$ cat src/rtl/fir_serial_seq_ctrl.sv
// Sequencer for a serial-MAC FIR: one TAPS-long enable burst per sample, priming drop,
// decimation and a 1-entry output buffer. Optional stall mode: FIR_SEQ_BACKPRESSURE_EN.
module fir_serial_seq_ctrl #(
  parameter int unsigned TAPS  = 28,
  parameter int unsigned DECIM = 1,
  parameter int unsigned PRIME = 2
) (
  input  logic        clk_i,
  input  logic        rst_n_i,      // active-high synchronous reset despite the name
  input  logic        in_valid_i,
  input  logic [23:0] in_data_i,
  output logic        in_ready_o,
  output logic        fir_en_o,
  output logic [23:0] fir_din_o,
  input  logic        fir_phase_i,
  input  logic [23:0] fir_dout_i,
  output logic        out_valid_o,
  output logic [23:0] out_data_o,
  input  logic        out_ready_i,
  output logic        overrun_o,
  output logic        sync_err_o
);

  typedef enum logic [1:0] {StIdle, StBurst, StCapt} state_e;

  localparam logic [4:0] BcntLast = 5'(TAPS - 1);
  localparam logic [8:0] DecLast  = 9'(DECIM - 1);
  localparam logic [1:0] PrimeNum = 2'(PRIME);

  state_e      st_q, st_d;
  logic [4:0]  bcnt_q, bcnt_d;
  logic [1:0]  prime_cnt_q, prime_cnt_d;
  logic [8:0]  dec_cnt_q, dec_cnt_d;
  logic [23:0] hold_q, hold_d;
  logic        hold_full_q, hold_full_d;
  logic        in_ready_q, in_ready_d;
  logic        fir_en_q, fir_en_d;
  logic        out_valid_q, out_valid_d;
  logic [23:0] out_data_q, out_data_d;
  logic        overrun_q, overrun_d;
  logic        sync_err_q, sync_err_d;
  logic        out_free, fwd, can_start, capt_go;

  always_comb begin
    out_free = ~out_valid_q | out_ready_i;
    fwd      = (st_q == StCapt) && (prime_cnt_q >= PrimeNum) && (dec_cnt_q == '0);
`ifdef FIR_SEQ_BACKPRESSURE_EN
    can_start = out_free;
    capt_go   = ~fwd | out_free;  // hold in CAPT rather than lose a result
`else
    can_start = 1'b1;
    capt_go   = 1'b1;
`endif

    st_d        = st_q;
    bcnt_d      = bcnt_q;
    prime_cnt_d = prime_cnt_q;
    dec_cnt_d   = dec_cnt_q;
    hold_d      = hold_q;
    hold_full_d = hold_full_q;
    out_valid_d = out_valid_q;
    out_data_d  = out_data_q;
    overrun_d   = overrun_q;
    sync_err_d  = sync_err_q;

    unique case (st_q)
      StIdle: begin
        if (hold_full_q && can_start) begin
          st_d   = StBurst;
          bcnt_d = '0;
        end
      end
      StBurst: begin
        if ((bcnt_q == '0) != fir_phase_i) sync_err_d = 1'b1;
        if (bcnt_q == '0) hold_full_d = 1'b0;
        if (bcnt_q == BcntLast) st_d = StCapt;
        else bcnt_d = bcnt_q + 5'd1;
      end
      StCapt: begin
        if (capt_go) begin
          if (prime_cnt_q < PrimeNum) prime_cnt_d = prime_cnt_q + 2'd1;
          else dec_cnt_d = (dec_cnt_q == DecLast) ? '0 : dec_cnt_q + 9'd1;
          st_d   = (hold_full_q && can_start) ? StBurst : StIdle;
          bcnt_d = '0;
        end
      end
      default: st_d = StIdle;
    endcase

    // Set after the burst clear so a same-edge accept keeps the hold register full
    if (in_valid_i && in_ready_q) begin
      hold_d      = in_data_i;
      hold_full_d = 1'b1;
    end

    if (out_valid_q && out_ready_i) out_valid_d = 1'b0;
    if (fwd && capt_go) begin
      if (out_free) begin
        out_valid_d = 1'b1;
        out_data_d  = fir_dout_i;
      end else begin
        overrun_d = 1'b1;
      end
    end

    in_ready_d = ~hold_full_d;
    fir_en_d   = (st_d == StBurst);
  end

  always_ff @(posedge clk_i) begin
    if (rst_n_i) begin
      st_q        <= StIdle;
      bcnt_q      <= '0;
      prime_cnt_q <= '0;
      dec_cnt_q   <= '0;
      hold_q      <= '0;
      hold_full_q <= 1'b0;
      in_ready_q  <= 1'b1;
      fir_en_q    <= 1'b0;
      out_valid_q <= 1'b0;
      out_data_q  <= '0;
      overrun_q   <= 1'b0;
      sync_err_q  <= 1'b0;
    end else begin
      st_q        <= st_d;
      bcnt_q      <= bcnt_d;
      prime_cnt_q <= prime_cnt_d;
      dec_cnt_q   <= dec_cnt_d;
      hold_q      <= hold_d;
      hold_full_q <= hold_full_d;
      in_ready_q  <= in_ready_d;
      fir_en_q    <= fir_en_d;
      out_valid_q <= out_valid_d;
      out_data_q  <= out_data_d;
      overrun_q   <= overrun_d;
      sync_err_q  <= sync_err_d;
    end
  end

  assign in_ready_o  = in_ready_q;
  assign fir_en_o    = fir_en_q;
  assign fir_din_o   = hold_q;
  assign out_valid_o = out_valid_q;
  assign out_data_o  = out_data_q;
  assign overrun_o   = overrun_q;
  assign sync_err_o  = sync_err_q;

endmodule

$ cat config.mk
export PLATFORM = sky130hd
export DESIGN_NAME = fir_serial_seq_ctrl
export DESIGN_NICKNAME = d
export VERILOG_FILES = /design/src/rtl/fir_serial_seq_ctrl.sv
export SDC_FILE = /design/constraint.sdc
export NUM_CORES = 1
export LEC_CHECK = 0
export CORE_AREA = 2 2 89 91
export DETAILED_ROUTE_END_ITERATION = 16
export DIE_AREA = 0 0 91 93
export PLACE_DENSITY = 0.72
export SYNTH_ARGS = -nofsm -noshare
export SYNTH_HDL_FRONTEND = slang
export SYNTH_SLANG_ARGS = --single-unit
$ cat constraint.sdc
create_clock -name clk_i -period 2.5 [get_ports clk_i]
set_input_delay 0.5 -clock clk_i [delete_from_list [all_inputs] [get_ports clk_i]]
set_output_delay 0.5 -clock clk_i [all_outputs]
set_load 0.03 [all_outputs]
# After elaboration in Yosys (flattened, before gate mapping)

Index checks and enable logic that the tools add are counted.

$add $sub $neg: 3
$lt $le $gt $ge: 2
Equality and inequality tests: 7
Multiplexer cells: 14
Bitwise operators: 5
Reductions and logical operators: 14

Operator list:

| cell                                                 | number |
|---|---|
| one-hot mux 5 bit (3 select lines)                   | 1 |
| 2-to-1 mux 5 bit                                     | 2 |
| AND reduction 2 bit                                  | 5 |
| adder 9 x 1 -> 9 bit (second input constant)         | 1 |
| logical NOT 9 bit                                    | 1 |
| 2-to-1 mux 9 bit                                     | 1 |
| 2-to-1 mux 1 bit                                     | 7 |
| one-hot mux 2 bit (3 select lines)                   | 1 |
| adder 5 x 1 -> 5 bit (second input constant)         | 1 |
| equality test 5 bit (second input constant)          | 1 |
| logical NOT 5 bit                                    | 1 |
| equality test 2 x 1 -> 1 bit (second input constant) | 2 |
| logical AND 1 bit                                    | 4 |
| 2-to-1 mux 2 bit                                     | 2 |
| inequality test 2 bit (second input constant)        | 2 |
| inverter 1 bit                                       | 4 |
| AND reduction 3 bit                                  | 1 |
| nonzero test 3 bit                                   | 1 |
| adder 2 x 1 -> 2 bit (second input constant)         | 1 |
| equality test 2 bit (second input constant)          | 1 |
| >= comparator 2 bit (second input constant)          | 1 |
| logical NOT 2 bit                                    | 1 |
| less-than comparator 2 bit (second input constant)   | 1 |
| inequality test 1 bit                                | 1 |
| bitwise OR 1 bit                                     | 1 |

Flip-flop bits (word level): 72
Bits of input ports: 53
Output and inout port bits: 53
Logic and storage cells: 57

# Logic depth before layout (Yosys ltp)

Gate-level depths: netlist (run 1).

Word-level depth: 5
Mapped depth: 7
Depth with buffers taken out: 6

# Worst setup path after synthesis (run 1)

OpenSTA, ideal clock, no wires.

Kind: register to register
Start point: register bcnt_q[0]
End point: register sync_err_q, in the netlist sync_err_o
Library setup time: 0.128 ns
Data arrival time: 1.406 ns
Data required time: 2.372 ns
Setup slack: 0.966 ns
Cell stages (with the launch flop): 7
Buffers on the path: 0
Period minus slack after synthesis: 1.534 ns
Cell sequence: dfxtp_1 -> inv_1 -> ha_1 -> or4b_2 -> xnor2_1 -> a21oi_1 -> nor2_1

Word-level cells in the longest chain between the ends: 3

Ends and longest elaborated chain:

| item                                 | RTL line | source |
|---|---|---|
| from (decl)                          | 31       | `logic [4:0] bcnt_q, bcnt_d;` |
| from (signal assigned)               | 126      | `bcnt_q <= bcnt_d;` |
| logical NOT 5 bit                    | 74       | `if ((bcnt_q == '0) != fir_phase_i) sync_err_d = 1'b1;` |
| inequality test 1 bit                | 74       |  |
| AND reduction 2 bit (no source line) | n/a      |  |
| to (signal assigned)                 | 136      | `sync_err_q <= sync_err_d;` |
| to (decl)                            | 41       | `logic sync_err_q, sync_err_d;` |

Every way passes these cells.
A chain may end at the register's enable or synchronous reset.

# Worst setup path in the final report (run 1)

Start point: register dec_cnt_q[0]
End point: register out_data_q[18], in the netlist out_data_o[18]

Word-level cells in the longest chain between the ends: 3

Ends and longest elaborated chain:

| item                                 | RTL line | source |
|---|---|---|
| from (decl)                          | 33       | `logic [8:0] dec_cnt_q, dec_cnt_d;` |
| from (signal assigned)               | 128      | `dec_cnt_q <= dec_cnt_d;` |
| logical NOT 9 bit                    | 46       | `fwd = (st_q == StCapt) && (prime_cnt_q >= PrimeNum) && (dec_cnt_q == '0);` |
| logical AND 1 bit                    | 46       |  |
| AND reduction 2 bit (no source line) | n/a      |  |
| to (signal assigned)                 | 134      | `out_data_q <= out_data_d;` |
| to (decl)                            | 39       | `logic [23:0] out_data_q, out_data_d;` |

Every way passes these cells.

==> results of run 1 <==
[power groups by stage]
stage                     Clock, W  Sequential, W  Combinational [W]
after CTS                  0.00104        0.00120           0.000304
final                      0.00101        0.00120           0.000302
after global placement           0        0.00123           0.000301
after floorplan                  0        0.00128          0.0000940
after detailed placement         0        0.00123           0.000302
after global routing       0.00109        0.00121           0.000324
[registers in the layout, summed over array words and instances (netlist names)]
name,cells
fir_din_o,24
out_data_o,24
dec_cnt_q,9
bcnt_q,5
prime_cnt_q,2
st_q,2
fir_en_o,1
hold_full_q,1
in_ready_o,1
out_valid_o,1
overrun_o,1
sync_err_o,1
[area by class of cell]
type / instances / area share, %
inverter: 8 / 0.716
tap: 102 / 3.04
sequential: 72 / 34.4
clock buffer: 12 / 3.70
timing repair buffer: 111 / 26.0
clock inverter: 3 / 1.55
multi-input combinational: 235 / 30.6
[synthesized netlist by cell type, types with 3 or more instances]
master	n
ha_1	5
dfxtp_1	72
o21ai_1	7
clkbuf_8	3
inv_1	8
o21ai_0	20
nand2_1	54
nand3_1	31
nand2b_1	3
xnor2_1	7
nor3_1	3
buf_6	4
a21oi_1	56
clkbuf_2	3
clkbuf_1	10
nor2_1	21
xor2_1	3
[worst register-to-register path, cell delays in order (launching register included)]
cell and delay (ps):
dfxtp_1 330, inv_1 90, ha_1 160, nor4b_4 260
o2111ai_2 560, o21ai_0 400, a21oi_1 120
[metrics by stage]
step                instance area (sq um)  util, %  instances  setup WS, ps  power (W)
floorplan                            2930        -        339           966    0.00137
global placement                     3970     52.8        528           599    0.00153
detailed placement                   3970     52.8        528           440    0.00153
CTS                                  4190     55.7        543           451    0.00255
global route                         4190     55.7        543           225    0.00262
finish                               4190     55.7        543           469    0.00252
[cells by family after synthesis]
| kind of cell | count (synthesis) | share of synthesized area (%) |
|---|---|---|
| simple gates | 128 | 21.3 |
| fa+ha+maj | 5 | 2.14 |
| xor+xnor | 10 | 2.99 |
| buf+inv | 32 | 6.84 |
| compound gates | 92 | 17.5 |
| flops | 72 | 49.3 |
[per-layer routing]
layer / global-route usage [%] / up-vias / wire length [um]
li1: - / 1350 / -
met1: 20.9 / 1229 / 3270
met2: 28.3 / 63 / 3530
met3: 5.24 / 12 / 326
met4: 7.45 / 0 / 129
met5: 0 / - / 0
[how the worst min path moves through the flow]
stage                                             to                        from  cells after the start
final                     fir_din_o[10]$_SDFFE_PP0P_  fir_din_o[10]$_SDFFE_PP0P_                      2
after global routing      fir_din_o[20]$_SDFFE_PP0P_  fir_din_o[20]$_SDFFE_PP0P_                      2
after global placement     fir_din_o[5]$_SDFFE_PP0P_   fir_din_o[5]$_SDFFE_PP0P_                      2
after detailed placement  fir_din_o[10]$_SDFFE_PP0P_  fir_din_o[10]$_SDFFE_PP0P_                      2
after floorplan            dec_cnt_q[1]$_SDFFE_PP0P_   dec_cnt_q[1]$_SDFFE_PP0P_                      2
after CTS                 fir_din_o[10]$_SDFFE_PP0P_  fir_din_o[10]$_SDFFE_PP0P_                      2
==> results.txt, run 1 <==
The power density relative to cell area came out at 600 nW/um^2. The endpoint identified for the worst register-to-register timing path is out_data_o[18]$_SDFFE_PP0P_. In the routed design, unresolved DRC markers number 0.

The combinational group share of total power is 12.0%. The number of global-route vias before repair is 2476. Counting I/O delays and the setup requirement, the final critical path takes 2030 ps. The run finished with clean final reports.

At the pin with the least slew margin, the transition time is 943 ps. The depth of the critical timing path with buffers and inverters included is 6. The top cell types in the final layout, fill and taps aside, are 104 x clkdlybuf4s50_1, 72 x dfxtp_1, 56 x a21oi_1.

The worst hold slack after final layout came out at 456 ps. Per report_power, the clock group accounts for 40.3% of the total. The library cell used most frequently in the layout, excluding fill and tap cells, is clkdlybuf4s50_1. The remaining antenna violation count after routing is 0. The kind of cell with the highest combined delay along the critical path is compound AO/OA/AOI/OAI gates. The tightest slew margin relative to the limit is 37.1%. Clock tree synthesis selected as its root buffer the cell clkbuf_8. The area inside the core boundary came out at 7530 sq um.

The worst voltage drop across the vdd grid came out at 0.000330 V. STA classifies the critical path startpoint as a flip-flop. After synthesis, flip-flops and latches occupy 49.3% of the total area. The critical path launch point is dec_cnt_q[0]$_SDFFE_PP0P_. The die is 93 um tall.

The total of cells resized after clock tree synthesis came out at 0. The number of max-slew violations in the final report came out at 0. Summed over all instances, the cell type with the most area after synthesis is dfxtp_1. The mapped cell area is 2930 sq um. Summed over all nets, the half-perimeter wirelength after detailed placement is 5.12 mm. The number of placed I/O pins is 106. The total of max-cap violations is 0. The signal on the critical path passes through inv_1 -> ha_1 -> nor4b_4 -> o2111ai_2 -> o21ai_0 -> a21oi_1. Port buffering added 105 buffers. The number of antenna violations at the first check in global routing came out at 0. Registers take 1440 sq um. Summed over all layers, the global routing overflow is 0. The share of the clock period used by the worst path came out at 81.2%. STA classifies the critical path endpoint as a flip-flop. The first-pass iteration count of the detailed router came out at 4. Buffers added to address setup during post-CTS repair amount to 0. In this run the critical register-to-register path is launched from dec_cnt_q[0]$_SDFFE_PP0P_.

The total track usage is 17.2%. In this run the worst setup path terminates at out_data_o[18]$_SDFFE_PP0P_. In this run, synthesis produced a sequential element count of 72. Derived from the worst setup path, the maximum achievable clock frequency is 0.492 GHz. Adding up every negative setup slack in the final design gives 0 ps. The global placer's final weighted congestion is 0.805. The net count after synthesis is 397.

The post-cts hold buffer count came out at 0. The cell count after synthesis came out at 339. The critical path is of the reg -> reg type. The largest single stage delay on the critical path is 560 ps. The area fraction of the dominant cell type after synthesis is 49.3%. The via count normalized by instance count is 4.89. The arrival time at the worst endpoint came out at 2250 ps. The layout cell share with drive strength beyond 1 is 6.35%. The analysis attributes to net switching a power of 0.000576 W. The first-pass GRT wire length came out at 11.7 mm.

The filler cell count in the final layout is 717. The number of distinct library cells after synthesis is 42. The number of rows in the core area came out at 32.

The largest buffer count on any clock path is 2. The number of buffers created by CTS came out at 9. The post-route clock skew is 8.28 ps. The effective utilization at floorplan came out at 38.9%. After detailed routing, the total wire length is 7.26 mm. The internal power of the cells is 0.00194 W. The number of antenna cells inserted is 0. The total area of multi-input combinational cells came out at 1280 sq um.

The DRC violation total after the first TritonRoute iteration is 110. For this run, the post-layout net count is 495. TritonCTS built the clock tree. For this design the static power due to leakage is 1.49 nW. The count of buffering cells on the critical path with inverters included is 1. Counting flops with an async set or reset pin after synthesis yields a share of 0%. The switching part of the total power came out at 22.9%. Clock-pin slew was measured on the worst setup and hold paths at 70 ps. The most used flip-flop cell after synthesis is dfxtp_1. The CTS sink count came out at 72. The width of the die came out at 91 um. Setup violations remaining at the end of the flow were counted as 0. The depth of the worst register-to-register path came out at 6. The min-delay analysis places its worst path in the category reg -> reg. Setup repair after global routing left no endpoint under its margin.

The routed length per instance came out at 13.4 um. The via count came out at 2654. The number of hold-slack violations in the final timing report came out at 0.

The clock latency of the later-clocked register in the worst-skew pair is 340 ps. Ranked by total cell area, the synthesized netlist is headed by dfxtp_1 49%, a21oi_1 9.6%, nand2_1 6.9%. Compared with the post-synthesis result, the final layout area differs by 43.4%.

The synthesized area divided by synthesized cell count came out at 8.63 sq um. The cell with the biggest individual delay on the critical path is o2111ai_2. The number of enable flip-flop cells after synthesis is 0. The sequential group share of total power is 47.7%. In this run the worst path has a maximum fanout of 25. The number of H-tree branching levels came out at 3.

The area of the die came out at 8460 sq um. Entering global routing, the biggest net connects 32 pins. Yosys printed 0 warnings. The flop-to-flop setup slack is 470 ps. The critical path data required time came out at 2710 ps.
Note: power is estimated with default switching activity, not from simulation.
==> inputs of run 2 (changes only) <==
Clock period 2.5 ns to 2 ns, I/O delays scaled along.
==> run 2 against run 1 <==
  * Setup slack lost 240 ps
  * Total power grew 34%
  * Non-clock buffer count grew 2
  * Critical path depth shrank 5
  * Sequential share of layout area shrank 0.45 points
  * Global-route usage is essentially flat
  * Sequential power grew 25%
  * Sequential cell count is the same
  * Die area is the same
  * Clock skew grew 2.0 ps
  * Final cell count grew 0.55%
==> results.txt, run 2 (synthesis results as in run 1) <==
Cells along the critical path: clkdlybuf4s50_1 (was inv_1 -> ha_1 -> nor4b_4 -> o2111ai_2 -> o21ai_0 -> a21oi_1). The worst min-delay path startpoint was rst_n_i (was fir_din_o[10]$_SDFFE_PP0P_). The kind of path behind the tightest hold check is in -> reg (was reg -> reg). The worst voltage drop across the vdd grid was 0.000471 V (was 0.000330 V). The layout cell share with drive strength beyond 1 came to 6.76% (was 6.35%). The half-perimeter wire length of the detailed placement result is 5.11 mm (was 5.12 mm). The routed length on met2 is 3.59 mm (was 3.53 mm). The total of buffers placed on input and output ports came out at 105 (unchanged). The cell with the biggest individual delay on the critical path was clkdlybuf4s50_1 (was o2111ai_2). The element type at the critical path end is a primary output (was flip-flop). The kind of start point of the critical path is a flip-flop (unchanged). The post-CTS clock slew at the launch and capture registers of the worst setup and hold paths came out at 80 ps (was 70 ps). The vertical extent of the die came out at 93 um (unchanged). The area growth from synthesis to layout came out at 45.3% (was 43.4%). The post-layout utilization of the core came to 56.4% (was 55.7%).

The combinational group share of total power is 11.2% (was 12.0%). The routed wire length on met3 came to 398 um (was 326 um). The number of antenna cells inserted came out at 0 (unchanged).

The total of cells resized after clock tree synthesis is 0 (unchanged). The number of max-slew violations in the final report is 0 (unchanged). The net switching power figure is 0.000740 W (was 0.000576 W).

The sum of negative setup slack is 0 ps (unchanged). Based on the critical path, the design can be clocked at up to 0.564 GHz. The sequential group share of total power is 44.6% (was 47.7%).

The routed length per instance is 13.3 um (was 13.4 um). The arrival time at the worst endpoint is 1370 ps (was 2250 ps). The number of placed I/O pins was 106 (unchanged). The via count is 2658 (was 2654). The post-cts hold buffer count is 0 (unchanged). Setup repair after global routing missed its margin: false (unchanged). The global placer's final weighted congestion came out at 0.757 (was 0.805). The number of nets at the end of the flow is 497 (was 495).

The first-pass GRT wire length came out at 11.9 mm (was 11.7 mm). The number of rows in the core area was 32 (unchanged). The sum of overflow across all layers after global routing is 0 (unchanged). The flop-to-flop setup slack came out at 280 ps (was 470 ps). The filler cell count in the final layout came out at 708 (was 717).

The largest buffer count on any clock path came out at 2 (unchanged). The total length of routed wires came out at 7.24 mm (was 7.26 mm). The remaining antenna violation count after routing came out at 0 (unchanged). The number of buffers created by CTS is 9 (unchanged). The start-to-end type of the worst setup path is reg -> out (was reg -> reg). The beginning of the worst register-to-register path is dec_cnt_q[0]$_SDFFE_PP0P_ (unchanged). The clock network fraction of design power was 44.2% (was 40.3%). The tightest slew margin relative to the limit was 68.7% (was 37.1%). The switching part of the total power came out at 22.0% (was 22.9%). The area of the die came to 8460 sq um (unchanged). The number of hold-slack violations in the final timing report is 0 (unchanged). The routed metal-1 wire length came out at 3.10 mm (was 3.27 mm). The CTS sink count came out at 72 (unchanged). The clock latency of the later-clocked register in the worst-skew pair came out at 340 ps (about the same).

The width of the die came to 91 um (unchanged). Status: finished, final reports clean (unchanged). The pin count of the biggest net entering global routing came out at 37 (was 32). The first-pass iteration count of the detailed router came to 4 (unchanged). The most common cell after layout, fill and taps aside is clkdlybuf4s50_1 (unchanged). The highest cell delay on the worst timing path was 680 ps (was 560 ps). The critical path launch point is in_ready_o$_SDFF_PP1_ (was dec_cnt_q[0]$_SDFFE_PP0P_).

The largest fanout on the critical path came out at 3 (was 25). The family with the most delay on the worst path was buffers and inverters (was compound AO/OA/AOI/OAI gates). The number of antenna violations at the first check in global routing came to 0 (unchanged). The pin slew with the least headroom to its limit came out at 469 ps (was 943 ps).

The worst hold endpoint is fir_en_o$_SDFF_PP0_ (was fir_din_o[10]$_SDFFE_PP0P_). The final critical path takes up 88.7% of the cycle. The total track usage is 17.2% (about the same). The cell at the root of the clock tree is clkbuf_8 (unchanged).

The number of H-tree branching levels is 3 (unchanged). The worst hold slack after final layout came out at 389 ps (was 456 ps). The number of failing setup endpoints in the final timing report is 0 (unchanged).

The internal power of the cells is 0.00262 W (was 0.00194 W). The reported leakage power is 1.51 nW (was 1.49 nW). The worst hold path stage count is 2 (unchanged). The power density relative to cell area came out at 791 nW/um^2 (was 600 nW/um^2). The count of buffering cells on the critical path with inverters included came to 1 (unchanged). The total of max-cap violations is 0 (unchanged). The capture point of the worst reg-to-reg path was out_data_o[19]$_SDFFE_PP0P_ (was out_data_o[18]$_SDFFE_PP0P_). Top library cells by usage in the layout, fill and taps aside: 104 x clkdlybuf4s50_1, 72 x dfxtp_1, 56 x a21oi_1 (unchanged). The via count normalized by instance count came to 4.87 (was 4.89). The post-route clock skew is 10.3 ps (was 8.28 ps). The depth of the worst register-to-register path is 7 (was 6). The number of global-route vias before repair came out at 2619 (was 2476). The post-CTS setup repair buffer count is 0 (unchanged). The DRC violation total after the first TritonRoute iteration was 114 (was 110).

The effective utilization at floorplan came to 38.9% (unchanged). The CTS tree was yes (unchanged). The critical path data required time came out at 1600 ps (was 2710 ps).

After layout, the minimum clock period comes to 1770 ps. The area inside the core boundary came out at 7530 sq um (unchanged). The number of design rule violations left after detail routing came out at 0 (unchanged).

The uppermost layer routed was met4 (unchanged).
==> run 2: worst register-to-register path: stages (launching register included) <==
cell and delay, ps:
dfxtp_1 330, inv_1 90, ha_1 160, nor4b_4 270, o2111ai_2 160, buf_4 230, o21ai_0 240, a21oi_1 110
==> run 2: worst max path at each step <==
| stage | depth (start not counted) | endpoint | slack, ps |
|---|---|---|---|
| 2_1_floorplan | 6 | sync_err_o$_SDFFE_PP0P_ | 470 |
| 3_3_place_gp | 5 | out_data_o[0]$_SDFFE_PP0P_ | 220 |
| 3_5_place_dp | 5 | out_data_o[14]$_SDFFE_PP0P_ | 150 |
| 4_1_cts | 1 | in_ready_o | 210 |
| 5_1_grt | 1 | out_valid_o | 170 |
| 6_report | 1 | in_ready_o | 230 |
==> run 2: metal layers <==
layer,track usage (%),vias up
li1,-,1354
met1,20.8,1218
met4,6.69,0
met5,0,-
met3,5.16,11
met2,29.0,75
==> run 2: cell type report <==
class,count,area (sq um),area share (%)
Tap cell,102,128,3.00
Multi-Input combinational cell,235,1280,30.2
Sequential cell,72,1440,33.9
Timing Repair Buffer,113,1110,26.0
Clock buffer,11,131,3.09
Clock inverter,5,129,3.03
Inverter,8,30.0,0.707
==> run 2: power groups by stage <==
stage                     registers (W)  logic (W)  clock network, W
after floorplan                 0.00160   0.000117                 0
after global placement          0.00153   0.000375                 0
after detailed placement        0.00153   0.000377                 0
after CTS                       0.00150   0.000380           0.00152
after global routing            0.00151   0.000406           0.00159
final                           0.00150   0.000376           0.00148
==> run 2: per-stage QoR <==
stage	setup WS, ps	cell area [sq um]	std cells	power (W)
floorplan	466	2930	339	0.00172
global placement	215	3990	530	0.00191
detailed placement	149	3990	530	0.00191
CTS	210	4250	546	0.00340
global route	168	4250	546	0.00350
finish	227	4250	546	0.00336
==> inputs of run 3 (changes only) <==
Settings changed: CORE_AREA 2 2 89 91 to 2 2 85 87, DIE_AREA 0 0 91 93 to 0 0 87 89, PLACE_DENSITY 0.72 to 0.77, TNS_END_PERCENT set to 10.
==> run 3 against run 2 <==
  * Total power fell by 13%
  * Critical path depth did not move
  * Setup slack got worse by 24 ps
  * Largest cell class unchanged
  * Register-to-register slack improved by 50 ps
  * Routed wire length fell by 2.6%
  * Die area fell by 8.5%
  * Clock power fell by 30%
  * Design area fell by 2.9%
  * Critical endpoint unchanged
==> results.txt, run 3 (synthesis results as in run 1) <==
The effective utilization at floorplan came out at 43.5% (was 38.9%). The first-pass iteration count of the detailed router is 4 (unchanged). The switching part of the total power is 26.4% (was 22.0%). The clock network fraction of design power is 35.6% (was 44.2%).

The area inside the core boundary is 6720 sq um (was 7530 sq um). The worst hold slack after final layout is 370 ps (was 389 ps). The clock latency of the later-clocked register in the worst-skew pair came out at 350 ps (was 340 ps).

The layer with the highest usage was met2 (unchanged). The worst hold path stage count came out at 2 (unchanged). Cells along the critical path: clkdlybuf4s50_1 (unchanged). The cell at the root of the clock tree is clkbuf_8 (unchanged).

The worst voltage drop across the vdd grid came to 0.000411 V (was 0.000471 V). The number of hold-slack violations in the final timing report is 0 (unchanged). The number of buffers created by CTS came out at 9 (unchanged). The CTS sink count is 72 (unchanged). The final critical-path required period is 1800 ps (was 1770 ps). The DRC violation total after the first TritonRoute iteration came out at 109 (was 114). The area of the die came out at 7740 sq um (was 8460 sq um).

The total of max-cap violations came to 0 (unchanged). The number of antenna violations at the first check in global routing came to 0 (unchanged). The sum of overflow across all layers after global routing is 0 (unchanged). The largest fanout on the critical path is 3 (unchanged). The depth of the worst register-to-register path came out at 6 (was 7). The count of buffering cells on the critical path with inverters included came out at 1 (unchanged). The worst hold endpoint is st_q[0]$_SDFF_PP0_ (was fir_en_o$_SDFF_PP0_). The cell with the biggest individual delay on the critical path is clkdlybuf4s50_1 (unchanged). The post-CTS setup repair buffer count came out at 0 (unchanged). The critical path data required time came to 1600 ps (about the same). The layout cell share with drive strength beyond 1 is 6.79% (was 6.76%). The fraction of met2 tracks used by global routing is 28.6% (was 29.0%). The number of placed I/O pins is 106 (unchanged).

The arrival time at the worst endpoint came out at 1400 ps (was 1370 ps). The reported leakage power came out at 1.46 nW (was 1.51 nW). The capture point of the worst reg-to-reg path is out_data_o[2]$_SDFFE_PP0P_ (was out_data_o[19]$_SDFFE_PP0P_). The number of failing setup endpoints in the final timing report is 0 (unchanged).

The post-route clock skew is 15.3 ps (was 10.3 ps). The pin slew with the least headroom to its limit came out at 507 ps (was 469 ps). The maximum frequency from static timing analysis came out at 0.557 GHz (was 0.564 GHz). The via count is 2657 (was 2658). Status: finished, final reports clean (unchanged). The vertical extent of the die came out at 89 um (was 93 um). The width of the die came to 87 um (was 91 um). The number of H-tree branching levels is 3 (unchanged).

The half-perimeter wire length of the detailed placement result is 4.87 mm (was 5.11 mm). The number of global-route vias before repair is 2386 (was 2619). The power density relative to cell area came out at 707 nW/um^2 (was 791 nW/um^2).

The internal power of the cells came to 0.00215 W (was 0.00262 W). The remaining antenna violation count after routing came out at 0 (unchanged). The total of buffers placed on input and output ports came out at 105 (unchanged). The post-cts hold buffer count was 0 (unchanged). The area growth from synthesis to layout was 41.1% (was 45.3%). Top library cells by usage in the layout, fill and taps aside: 104 x clkdlybuf4s50_1, 72 x dfxtp_1, 56 x a21oi_1 (unchanged).

The start-to-end type of the worst setup path is reg -> out (unchanged). The highest cell delay on the worst timing path is 690 ps (was 680 ps). The element type at the critical path end is a primary output (unchanged). The global placer's final weighted congestion is 0.883 (was 0.757). The total area of multi-input combinational cells is 1280 sq um (unchanged). The combinational group share of total power came to 12.9% (was 11.2%).

The most common cell after layout, fill and taps aside is clkdlybuf4s50_1 (unchanged). The number of nets at the end of the flow came out at 495 (was 497). The worst min-delay path startpoint is rst_n_i (unchanged).

The beginning of the worst register-to-register path is dec_cnt_q[0]$_SDFFE_PP0P_ (unchanged). The total of cells resized after clock tree synthesis came out at 0 (unchanged). The number of antenna cells inserted is 0 (unchanged). Setup repair after global routing missed its margin: false (unchanged). The net switching power figure is 0.000769 W (was 0.000740 W). The area taken by flip-flops and latches came out at 1440 sq um (unchanged). The first-pass GRT wire length came out at 11.1 mm (was 11.9 mm). The number of design rule violations left after detail routing is 0 (unchanged). The total track usage is 18.0% (was 17.2%). The via count normalized by instance count came to 5.09 (was 4.87). The routed length per instance came out at 13.5 um (was 13.3 um).

The global routing met3 resource utilization was 4.34% (was 5.16%). The kind of start point of the critical path is a flip-flop (unchanged). The post-CTS clock slew at the launch and capture registers of the worst setup and hold paths is 80 ps (about the same). The share of the clock period used by the worst path came out at 89.8% (was 88.7%).

The number of rows in the core area came out at 30 (was 32). The largest buffer count on any clock path is 2 (unchanged). The total length of routed wires is 7.05 mm (was 7.24 mm). The CTS tree is yes (unchanged). The filler cell count in the final layout came out at 562 (was 708). The kind of path behind the tightest hold check is in -> reg (unchanged). The sum of negative setup slack came to 0 ps (unchanged). The tightest slew margin relative to the limit came out at 66.2% (was 68.7%). The sequential group share of total power came out at 51.4% (was 44.6%). The pin count of the biggest net entering global routing came out at 51 (was 37).

The post-layout utilization of the core came out at 61.4% (was 56.4%). The flop-to-flop setup slack is 330 ps (was 280 ps). The family with the most delay on the worst path is buffers and inverters (unchanged). The number of max-slew violations in the final report is 0 (unchanged). The met1 layer usage reported by global route is 23.5% (was 20.8%).
run 3: cell types whose count changed in the layout (fill, tap and decap cells not counted):
cell        delta
bufinv_16      -4
buf_4          -2
clkbuf_1       -2
clkinv_2       +2
clkinvlp_4     +2
clkbuf_8       +1
inv_6          +1
run 3: layout make-up:
cell class	count	share of cell area, %
well taps	80	2.43
repair buffers	111	26.4
flip-flops and latches	72	34.9
clock inverters	6	1.03
inverters	8	0.728
multi-input cells	235	31.1
clock buffers	10	3.34
run 3: power by group through the flow:
stage	combinational [W]	sequential, W	clock [W]
4_1_cts	0.000380	0.00150	0.00106
2_1_floorplan	0.000117	0.00160	0
3_3_place_gp	0.000373	0.00153	0
5_1_grt	0.000407	0.00151	0.00113
3_5_place_dp	0.000377	0.00153	0
6_report	0.000377	0.00150	0.00104
run 3: how the worst max path moves through the flow:
stage	startpoint	endpoint	slack, ps	depth (start not counted)
6_report	in_ready_o$_SDFF_PP1_	in_ready_o	200	1
5_1_grt	out_valid_o$_SDFF_PP0_	out_valid_o	140	1
4_1_cts	in_ready_o$_SDFF_PP1_	in_ready_o	190	1
3_5_place_dp	dec_cnt_q[0]$_SDFFE_PP0P_	out_data_o[2]$_SDFFE_PP0P_	310	6
3_3_place_gp	dec_cnt_q[0]$_SDFFE_PP0P_	out_data_o[0]$_SDFFE_PP0P_	440	7
2_1_floorplan	bcnt_q[0]$_SDFFE_PP0P_	sync_err_o$_SDFFE_PP0P_	470	6
run 3: per-layer routing:
metal / part of all wire [%] / up-vias
met5: 0 / -
met4: 1.4 / 0
met3: 5.0 / 9
met2: 48 / 66
met1: 45 / 1233
li1: - / 1349
run 3: per-stage QoR:
step	std cells	power (W)	setup slack (ps)	area, sq um
CTS	522	0.00294	187	4130
finish	522	0.00292	203	4130
detailed placement	506	0.00191	309	3950
global placement	506	0.00191	440	3950
floorplan	339	0.00172	466	2930
global route	522	0.00304	140	4130
